[src/rtl/stream_upsizer.sv]
// rtl/stream_upsizer.sv - packs Ratio narrow beats into one registered wide word
module stream_upsizer #(
    parameter int DataWidth = 32,
    parameter int Ratio     = 2
) (
    input  logic                          ap_clk,
    input  logic                          ap_rst,
    input  logic [DataWidth-1:0]          data_in,
    input  logic                          last_in,
    input  logic                          vld_in,
    output logic                          ack_in,
    output logic [DataWidth*Ratio-1:0]    data_out,
    output logic [Ratio-1:0]              keep_out,
    output logic                          last_out,
    output logic                          vld_out,
    input  logic                          ack_out,
    output logic                          apdone_blk
);

    localparam int IdxW = $clog2(Ratio);
    localparam int AccW = DataWidth * (Ratio - 1);
    localparam logic [IdxW-1:0] LastIdx = IdxW'(Ratio - 1);

    logic [AccW-1:0]               acc;
    logic [IdxW-1:0]               idx;
    logic                          accept;
    logic                          completing;
    logic                          out_xfer;
    logic [DataWidth*Ratio-1:0]    word_next;
    logic [Ratio-1:0]              keep_next;

    // Ready only depends on the output slot, never on the incoming beat.
    assign ack_in     = ~ap_rst & (~vld_out | ack_out);
    assign apdone_blk = vld_out & ~ack_out;

    assign accept     = vld_in & ack_in;
    assign completing = accept & ((idx == LastIdx) | last_in);
    assign out_xfer   = vld_out & ack_out;

    always_comb begin
        word_next = '0;
        keep_next = '0;
        for (int k = 0; k < Ratio - 1; k++) begin
            if (IdxW'(k) < idx) begin
                word_next[k*DataWidth +: DataWidth] = acc[k*DataWidth +: DataWidth];
                keep_next[k] = 1'b1;
            end
        end
        for (int k = 0; k < Ratio; k++) begin
            if (IdxW'(k) == idx) begin
                word_next[k*DataWidth +: DataWidth] = data_in;
                keep_next[k] = 1'b1;
            end
        end
    end

    always_ff @(posedge ap_clk or posedge ap_rst) begin
        if (ap_rst) begin
            acc      <= '0;
            idx      <= '0;
            data_out <= '0;
            keep_out <= '0;
            last_out <= 1'b0;
            vld_out  <= 1'b0;
        end else if (completing) begin
            // A new word may replace one leaving on this same edge: no bubble.
            data_out <= word_next;
            keep_out <= keep_next;
            last_out <= last_in;
            vld_out  <= 1'b1;
            acc      <= '0;
            idx      <= '0;
        end else begin
            if (out_xfer) begin
                data_out <= '0;
                keep_out <= '0;
                last_out <= 1'b0;
                vld_out  <= 1'b0;
            end
            if (accept) begin
                for (int k = 0; k < Ratio - 1; k++) begin
                    if (IdxW'(k) == idx) begin
                        acc[k*DataWidth +: DataWidth] <= data_in;
                    end
                end
                idx <= idx + 1'b1;
            end
        end
    end

endmodule

[config.mk]
export PLATFORM = sky130hd
export DESIGN_NAME = stream_upsizer
export DESIGN_NICKNAME = d
export VERILOG_FILES = /design/src/rtl/stream_upsizer.sv
export SDC_FILE = /design/constraint.sdc
export NUM_CORES = 1
export LEC_CHECK = 0
export ABC_AREA = 1
export BUFFER_PORTS_ARGS = -buffer_cell sky130_fd_sc_hd__buf_2
export CORE_MARGIN = 2
export CORE_UTILIZATION = 42
export DETAILED_ROUTE_END_ITERATION = 10
export HOLD_SLACK_MARGIN = 0.05
export REMOVE_ABC_BUFFERS = 1
export SLEW_MARGIN = 15
export SYNTH_ARGS = -nofsm -noshare
export SYNTH_HDL_FRONTEND = slang
export SYNTH_SLANG_ARGS = --single-unit
[constraint.sdc]
create_clock -name ap_clk -period 8.1 [get_ports ap_clk]
set_input_delay 2.025 -clock ap_clk [delete_from_list [all_inputs] [get_ports ap_clk]]
set_output_delay 2.025 -clock ap_clk [all_outputs]
set_load 0.02 [all_outputs]
# Word-level counts from Yosys, hierarchy flattened
# Cells that the tools add are included.
word_totals:
  in_bits: 37
  elab_cells: 40
  out_inout_bits: 70
  register_bits: 101
op_classes:
  magnitude_cmp: 1
  reduce_logical: 3
  eq_ne: 1
  addsub: 1
  n_mux: 18
  bitwise: 10
ops:
  columns: ["op", "n"]
  rows:
  - ["2-to-1 mux 32 bit", 6]
  - ["2-to-1 mux 64 bit", 2]
  - ["2-to-1 mux 1 bit", 8]
  - ["bitwise AND 1 bit", 5]
  - ["2-to-1 mux 2 bit", 2]
  - ["nonzero test 2 bit", 2]
  - ["inverter 1 bit", 3]
  - ["!= test 2 x 1 -> 1 bit, second input constant", 1]
  - ["OR 1 bit", 2]
  - ["AND reduction 2 bit", 1]
  - ["adder 1 bit, second input constant", 1]
  - ["less-than comparator 1 bit, first input constant", 1]

# Longest topological paths before layout
# Gate-level depths: netlist of the first run.
depth:
  word_depth: 7
  ltp_mapped: 9
  depth_no_buf: 7

# Least setup slack after synthesis of the first run
# Ideal clock, no wire load.
synth_path:
  kind: "input to register"
  start: "input port ap_rst"
  end: "register data_out[10]"
  required_time_ps: 7982
  t_arrival_ps: 4853
  path_stages: 6
  slack_ps: 3129
  setup_ps: 118
  path_buffers: 2
  path_cell_list: "inv_1 nand4_4 buf_4 buf_6 nand3_1 nand2_1"
synth_via:
  elab_chain_cells: 5
  elab_cells_between_ends: 6
  classes_between: "1 x mux; 4 x bitwise; 1 x reduce/logical"
synth_lines:
  columns: ["item", "line", "source"]
  rows:
  - ["from (decl)", "7", "input logic ap_rst,"]
  - ["inverter 1 bit (*)", "33", "assign ack_in = ~ap_rst & (~vld_out | ack_out);"]
  - ["bitwise AND 1 bit (*)", "33", null]
  - ["bitwise AND 1 bit (*)", "36", "assign accept = vld_in & ack_in;"]
  - ["bitwise AND 1 bit (*)", "37", "assign completing = accept & ((idx == LastIdx) | last_in);"]
  - ["2-to-1 mux 64 bit or nonzero test 2 bit (tied branches)", null, null]
  - ["to (signal assigned)", "67", "data_out <= word_next;"]
  - ["to (decl)", "12", "output logic [DataWidth*Ratio-1:0] data_out,"]
# Mark *: on every way between the ends. The rest lies on a longest branch, timed or not.
# A chain may end at the register's enable or synchronous reset.

# Worst setup path in the final report of the first run
layout_path:
  start: "input port ack_out"
  end: "output port ack_in"
layout_via:
  elab_chain_cells: 2
layout_lines:
  columns: ["item", "line", "source"]
  rows:
  - ["from (decl)", "16", "input logic ack_out,"]
  - ["OR 1 bit", "33", null]
  - ["bitwise AND 1 bit", "33", null]
  - ["to (decl)", "11", "output logic ack_in,"]
# No other way between the ends.

==> results.cfg, run 1 <==
[synthesis]
synth.largest_area_cell = dfrtp_1
synth_top_area_frac = 0.5118
ys_ff_latch = 100
synth_cell_types = 17
ys_top_cells_by_area = dfrtp_1 51%, nand3_1 13%, nand2_1 11%
synth_top_cells_by_count = 140 x nand2_1, 131 x nand3_1, 100 x dfrtp_1, 98 x inv_1, 93 x nor2_1
syn_avg_cell_area_um2 = 7.557
seq_area_frac_synth = 0.5118
ys_warn_count = 0
synthesis.area_mm2 = 0.004890
synthCells = 647
synth_edf_count = 0
synth-main-ff-cell = dfrtp_1
async_flop_share = 1.000
synth.most_common_cell = nand2_1

[power]
p_leak_nw = 3.508
ir_drop_v = 0.0001177
powerDensity_mw_per_mm2 = 266.0

[setup_path]
endpoint_kind = primary output
worstReg2RegEnd = data_out[35]
worstSetupPathType = in2out
crit_start = ack_out
critPathMaxFanout = 3
start_kind = primary input
r2r_start = idx
reg2reg_setup_slack_ps = 5620
ff2ff_path_depth = 5
worstPathRequired_ps = 6080
arrival_ps = 2530

[sta]
tightest_slew_ps = 1076
fin_ws_ps = 3544
fin_worst_skew_ps = 6.001
relSlewSlack = 0.2815
fin_setup_tns_ps = 0
finalSetupViolations = 0
slew_violations = 0
finalHoldViolCount = 0
rsz0062_at_grt = false
fmax_ghz = 0.2195
period_share = 0.5625
post-route-min-period_ps = 4556

[routing]
routed_wl_mm = 10.77
num_vias = 4178
drc_errors = 0
firstDrtPassIters = 4
vias_per_cell = 4.802
drt_iter0_drc = 306
wire_per_inst_um = 12.38
postRouteAntennaNets = 0

[clocking]
clkSlewWorstSetupHoldPaths_ps = 60
cts_tree = yes
cts_root_buf = clkbuf_16
clk_latency_ps = 350
numCtsBuffers = 9
cts_setup_buffers = 0
cts_buffer_depth = 2
htreeDepth = 3
clock_sinks = 100
cts_hold_buf = 0
post_cts_resized = 0

[grt]
grt_pass1_wl_mm = 18.12
overflow = 0
antenna_found_initial = 0
grt_start_max_net_pins = 97
track_usage = 0.1781
grt_pass1_vias = 3799

[finish]
n_antenna_cell = 0
stdcell_count = 870
finalNetCount = 760
layout-area-overhead-vs-synth_pct = 16.27
layout-drive-gt1-share = 0.1857

[min_path]
hold_class = reg2reg
holdPathEnd = data_out[54]
hold_depth = 2
holdCritStartpoint = data_out[54]

[run]
drv_cap = 0

[floorplan]
die_area_mm2 = 0.01252
rows = 39
die_w_um = 111.9
core_mm2 = 0.01137
die_h_um = 111.9
ios = 107
initial_utilization = 0.4301

[placed_design]
gp_congestion = 0.7288
place_ws_ps = 3541
dp.cells = 855
post-dp-hpwl_mm = 6.160
place.port_buffers = 106

[outcome]
status = finished, final reports clean
area by class of cell:
class / instances / area (um^2)
clock buffer: 13 / 260.3
multi-input combinational: 401 / 1762
inverter: 100 / 377.9
timing repair buffer: 111 / 568.0
sequential: 100 / 2504
fill: 1177 / 5684
clock inverter: 2 / 35.03
tap: 143 / 178.9
registers in the layout, summed over array words and instances (netlist names):
| name | flops |
|---|---|
| acc | 32 |
| idx | 1 |
| data_out | 64 |
| last_out | 1 |
| keep_out | 2 |
metal layers:
metal,vias up,track usage,part of all wire
met1,1940,0.2421,0.46
met4,0,0.07243,0.018
met3,13,0.03647,0.055
met2,93,0.2800,0.46
li1,2132,-,-
met5,-,0,0
worst max path at each step:
| stage | endpoint | slack (ps) | cells after the start |
|---|---|---|---|
| CTS | ack_in | 3540 | 4 |
| global route | ack_in | 3520 | 4 |
| global placement | ack_in | 3570 | 4 |
| finish | ack_in | 3540 | 4 |
| detailed placement | ack_in | 3540 | 4 |
| floorplan | data_out[0] | 2480 | 4 |
cells by family (layout without fill, tap and decap cells):
logic type / Yosys count / count (layout) / synth area share
AO/OA/AOI/OAI: 32 / 32 / 0.03275
flip-flops: 100 / 100 / 0.5118
AND/OR/NAND/NOR: 369 / 369 / 0.3252
buffers and inverters: 146 / 226 / 0.1302
critical path, stage by stage:
cell and delay [ps]:
buf_2 130, nor2_4 160, nor2_2 60, buf_2 160
metrics by stage:
step	hold WS, ps	utilization	total power [mW]	cell area (um^2)
after floorplan	452.9	-	0.9465	4628
after detailed placement	481.9	0.4741	1.096	5390
after global routing	518.4	0.5001	1.614	5685
after global placement	469.5	0.4741	1.082	5390
final	490.7	0.5001	1.512	5685
after CTS	496.8	0.5001	1.536	5685
layout by cell type (no fill, tap or decap):
master,n
buf_2,106
buf_4,5
bufinv_16,1
clkbuf_1,2
clkbuf_16,9
clkbuf_8,2
clkinv_2,1
dfrtp_1,99
dfrtp_2,1
inv_1,97
inv_2,2
inv_4,1
nand2_1,138
nand2_2,2
nand2_4,1
nand3_1,131
nand4_4,1
nor2_1,93
nor2_2,1
nor2_4,1
nor3_4,1
o21ai_0,32
report_power, final:
part | internal [mW] | switching [mW]
clock network | 0.254 | 0.178
registers | 0.600 | 0.0511
logic | 0.136 | 0.293
total | 0.990 | 0.522
Note: power is estimated with default switching activity, not from simulation.
==> run 2, diff against run 1 <==
Clock period 8.1 ns to 4.4 ns, I/O delays scaled along.
==> run 2 against run 1 <==
Count of clock-buffer cells in the layout decreased by 2. Worst setup slack lost 1900 ps. Sequential power up 86%. Routed wire length up 2.8%. Clock skew down 1.8 ps. Total power increased by 84%. Global-route usage rose by 0.63 points. Via count increased by 0.45%. Critical path depth is 3 higher. Non-clock buffer count grew 1. Clock power grew 82%. Largest power group unchanged.
==> results.cfg, run 2 (same netlist as run 1, synthesis figures left out) <==
[sta]
slew_violations = 0
fin_worst_skew_ps = 4.204
tightest_slew_ps = 920.8
relSlewSlack = 0.3862
finalHoldViolCount = 0
rsz0062_at_grt = false
whs_ps = 492.3
period_share = 0.6264
post-route-min-period_ps = 2756
fmax_ghz = 0.3628
finalSetupViolations = 0

[setup_path]
endpoint_kind = flip-flop
start_kind = primary input
slowest_stage = nand4_4
critical_path.cell_chain = buf_2 > inv_1 > nand2_4 > nand4_4 > buf_4 > nand3_1 > nand2_1
arrival_ps = 2980
critPathMaxFanout = 64
crit_path_max_incr_delay_ps = 540
worstPathRequired_ps = 4630
worstSetupPathType = in2reg

[finish]
finalInstanceArea_mm2 = 0.005695
fill_cells = 1129
layout-area-overhead-vs-synth_pct = 16.48
finalNetCount = 761
n_antenna_cell = 0
reg_top3 = data_out (64), acc (32), keep_out (2)
layout_common_cells = 138 x nand2_1, 131 x nand3_1, 106 x buf_2
seqCellArea_mm2 = 0.002504
multi_input_area_mm2 = 0.001767
stdcell_count = 871
layout-drive-gt1-share = 0.1882
regMostFlops = data_out
largest_register_ffs = 64
layout_commonest_cell = nand2_1

[power]
ir_drop_v = 0.0002196
seqPwrFrac = 0.434
p_sw_mw = 0.9756
powerDensity_mw_per_mm2 = 488.7
total_power_mw = 2.783
clkPwrFrac = 0.283
p_int_mw = 1.808
p_comb_frac = 0.283
p_leak_nw = 3.510
sw_frac_of_total = 0.3505

[floorplan]
die_h_um = 111.9
core_mm2 = 0.01137
die_w_um = 111.9
die_area_mm2 = 0.01252
rows = 39
ios = 107
initial_utilization = 0.4301

[routing]
firstDrtPassIters = 4
drt_iter0_drc = 234
vias_per_cell = 4.819
met2_length_mm = 5.042
drc_errors = 0
num_vias = 4197
routed_wl_mm = 11.07
wire_per_inst_um = 12.71
wl_met1_mm = 5.283
wl_met3_um = 619
postRouteAntennaNets = 0
highest_layer = met4

[grt]
grt_pass1_vias = 4036
grt_pass1_wl_mm = 18.87
overflow = 0
grt_start_max_net_pins = 97
antenna_found_initial = 0
track_usage = 0.1844

[clocking]
cts_hold_buf = 0
clkSlewWorstSetupHoldPaths_ps = 70
cts_tree = yes
numCtsBuffers = 9
cts_setup_buffers = 0
clock_sinks = 100
cts_root_buf = clkbuf_16
post_cts_resized = 0
cts_buffer_depth = 2
clk_latency_ps = 340
htreeDepth = 3

[placed_design]
post-dp-hpwl_mm = 6.696
dp.cells = 856
place.port_buffers = 106
gp_congestion = 0.7762
place_area_mm2 = 0.005398

[min_path]
hold_class = reg2reg

[run]
drv_cap = 0

[outcome]
status = finished, final reports clean
## run 2: cell types whose count changed in the layout (fill, tap and decap cells not counted), sizes merged
cell,before,now
buf,111,112
clkbuf,13,11
clkinvlp,0,2
## run 2: routing by layer
metal	vias to the layer above	track usage
li1	2129	-
met1	1961	0.2456
met2	99	0.3038
met3	8	0.03756
met4	0	0.05926
met5	-	0
## run 2: final timing paths
check / from / end / slack (ps) / depth (start not counted)
worst max-delay path: last_in / data_out[17] / 1640 / 7
worst min-delay path: data_out[36] / data_out[36] / 490 / 2
worst max register to register: idx / data_out[17] / 2130 / 6
worst min register to register: data_out[36] / data_out[36] / 490 / 2
max in group asynchronous: ap_rst / idx / 2320 / 3
min in group asynchronous: ap_rst / last_out / 850 / 2
## run 2: layout make-up
| type | count | share of cell area |
|---|---|---|
| clock buffer | 11 | 0.04262 |
| clock inverter | 4 | 0.008787 |
| inverter | 100 | 0.06634 |
| multi-input combinational | 401 | 0.3102 |
| sequential | 100 | 0.4396 |
| tap | 143 | 0.03141 |
| timing repair buffer | 112 | 0.1011 |
## run 2: power groups by stage
stage	clock, mW	combinational (mW)	sequential (mW)
global route	0.844	0.889	1.23
floorplan	0	0.336	1.41
CTS	0.811	0.801	1.21
global placement	0	0.781	1.22
detailed placement	0	0.800	1.23
finish	0.788	0.787	1.21
## run 2: worst max-delay path: cells and delay by family
family | cells | cell delay [ps]
and+or+nand+nor | 4 | 1240
buffers and inverters | 3 | 630
## run 2: stage by stage
| step | util | TNS [ps] | worst slack, ps |
|---|---|---|---|
| floorplan | - | -19950 | -295.8 |
| global placement | 0.4747 | 0 | 1261 |
| detailed placement | 0.4747 | 0 | 1184 |
| CTS | 0.5005 | 0 | 1549 |
| global route | 0.5009 | 0 | 1398 |
| finish | 0.5009 | 0 | 1644 |
==> run 3, diff against run 2 <==
Settings changed: PLACE_DENSITY from default to 0.67.
Clock period 4.4 ns to 2.27 ns, I/O delays scaled along.
==> run 3 against run 2 <==
Clock skew rose by 0.95 ps. Flip-flop and latch count stayed put. Total power grew 98%. Hold slack got worse by 50 ps. Routed wire length fell by 2.0%. Largest power group unchanged.
==> results.cfg, run 3 (same netlist as run 1, synthesis figures left out) <==
[min_path]
hold_class = in2async

[floorplan]
rows = 39
ios = 107
die_area_mm2 = 0.01252
die_h_um = 111.9
initial_utilization = 0.4301
die_w_um = 111.9
core_mm2 = 0.01137

[outcome]
status = finished, final reports clean

[finish]
layout_commonest_cell = nand2_1
regMostFlops = data_out
layout-area-overhead-vs-synth_pct = 18.35
largest_register_ffs = 64
reg_top3 = data_out (64), acc (32), keep_out (2)
finish.utilization = 0.5090
finalNetCount = 762
layout-drive-gt1-share = 0.1890
n_antenna_cell = 0
fill_cells = 1129
layout_common_cells = 138 x nand2_1, 131 x nand3_1, 106 x buf_2

[routing]
num_vias = 4243
vias_per_cell = 4.860
wire_per_inst_um = 12.42
drc_errors = 0
drt_iter0_drc = 329
routed_wl_mm = 10.85
firstDrtPassIters = 4
postRouteAntennaNets = 0

[grt]
overflow = 0
grt_pass1_wl_mm = 18.62
grt_pass1_vias = 4038
grt_start_max_net_pins = 101
antenna_found_initial = 0
track_usage = 0.1804

[sta]
tightest_slew_ps = 921.3
fin_setup_tns_ps = 0
rsz0062_at_grt = false
finalSetupViolations = 0
finalHoldViolCount = 0
post-route-min-period_ps = 1779
fin_worst_skew_ps = 5.154
period_share = 0.7835
fmax_ghz = 0.5623
relSlewSlack = 0.3858
slew_violations = 0

[clocking]
post_cts_resized = 0
clock_sinks = 100
cts_hold_buf = 0
htreeDepth = 3
numCtsBuffers = 9
cts_tree = yes
cts_setup_buffers = 0
cts_root_buf = clkbuf_16
clk_latency_ps = 340
clkSlewWorstSetupHoldPaths_ps = 60
cts_buffer_depth = 2

[setup_path]
worstSetupPathType = reg2out
worstPathRequired_ps = 1700
start_kind = flip-flop
critical_path.cell_chain = inv_1 > nor2_4 > nor2_2 > buf_2
endpoint_kind = primary output
slowest_stage = dfrtp_1
arrival_ps = 1210
crit_start = keep_out[0]
critPathMaxFanout = 5
crit_path_max_incr_delay_ps = 410
r2r_start = idx

[placed_design]
gp_congestion = 0.7658
place.port_buffers = 106
post-dp-hpwl_mm = 6.386

[power]
p_leak_nw = 3.550
ir_drop_v = 0.0004786
powerDensity_mw_per_mm2 = 954.4

[run]
drv_cap = 0
-- run 3: cell count changes in the layout (fill, tap and decap cells not counted), sizes merged --
cell      delta
clkinvlp     -1
clkbuf       +1
buf          +1
bufinv       +1
-- run 3: per-stage QoR --
step,power [mW],setup slack [ps],std cells,hold WS [ps],cell area (um^2)
6_report,5.523,491.4,873,442.2,5787
5_1_grt,5.875,442.1,873,478.9,5787
4_1_cts,5.597,488.6,873,453.4,5787
3_5_place_dp,3.936,372.9,857,482.7,5468
3_3_place_gp,3.882,451.1,857,466.8,5468
2_1_floorplan,3.377,-1893,601,452.9,4628
-- run 3: report_power, final --
group	total (mW)	switching, mW	internal [mW]
logic	1.55	1.04	0.503
registers	2.33	0.192	2.14
clock network	1.64	0.648	0.995
-- run 3: final timing paths --
check | end | depth (start not counted) | slack (ps)
setup / recovery | ack_in | 4 | 490
hold / removal | data_out[28] | 3 | 440
setup reg to reg | data_out[7] | 4 | 630
hold reg to reg | data_out[50] | 2 | 490
max in group asynchronous | idx | 3 | 1430
min in group ap_clk | last_out | 3 | 460
-- run 3: cell type report --
type                    count  area (um^2)  share of cell area
clock buffers              12        246.5             0.04259
multi-input cells         401         1762              0.3044
inverters                 100        377.9             0.06530
clock inverters             4        72.57             0.01254
well taps                 143        178.9             0.03092
flip-flops and latches    100         2504              0.4326
repair buffers            113        645.6              0.1116
-- run 3: metal layers --
metal  vias to the layer above  wire length, um  global-route usage
met2                        86             5324              0.3107
met5                         -                0                   0
met1                      2010             4872              0.2275
met3                        15              462             0.02776
met4                         0              186             0.07325
li1                       2132                -                   -
-- run 3: critical path, delay by kind of cell (launching register included) --
family,cells,cell delay (ps)
simple gates,2,220
buf+inv,2,250
flops,1,410
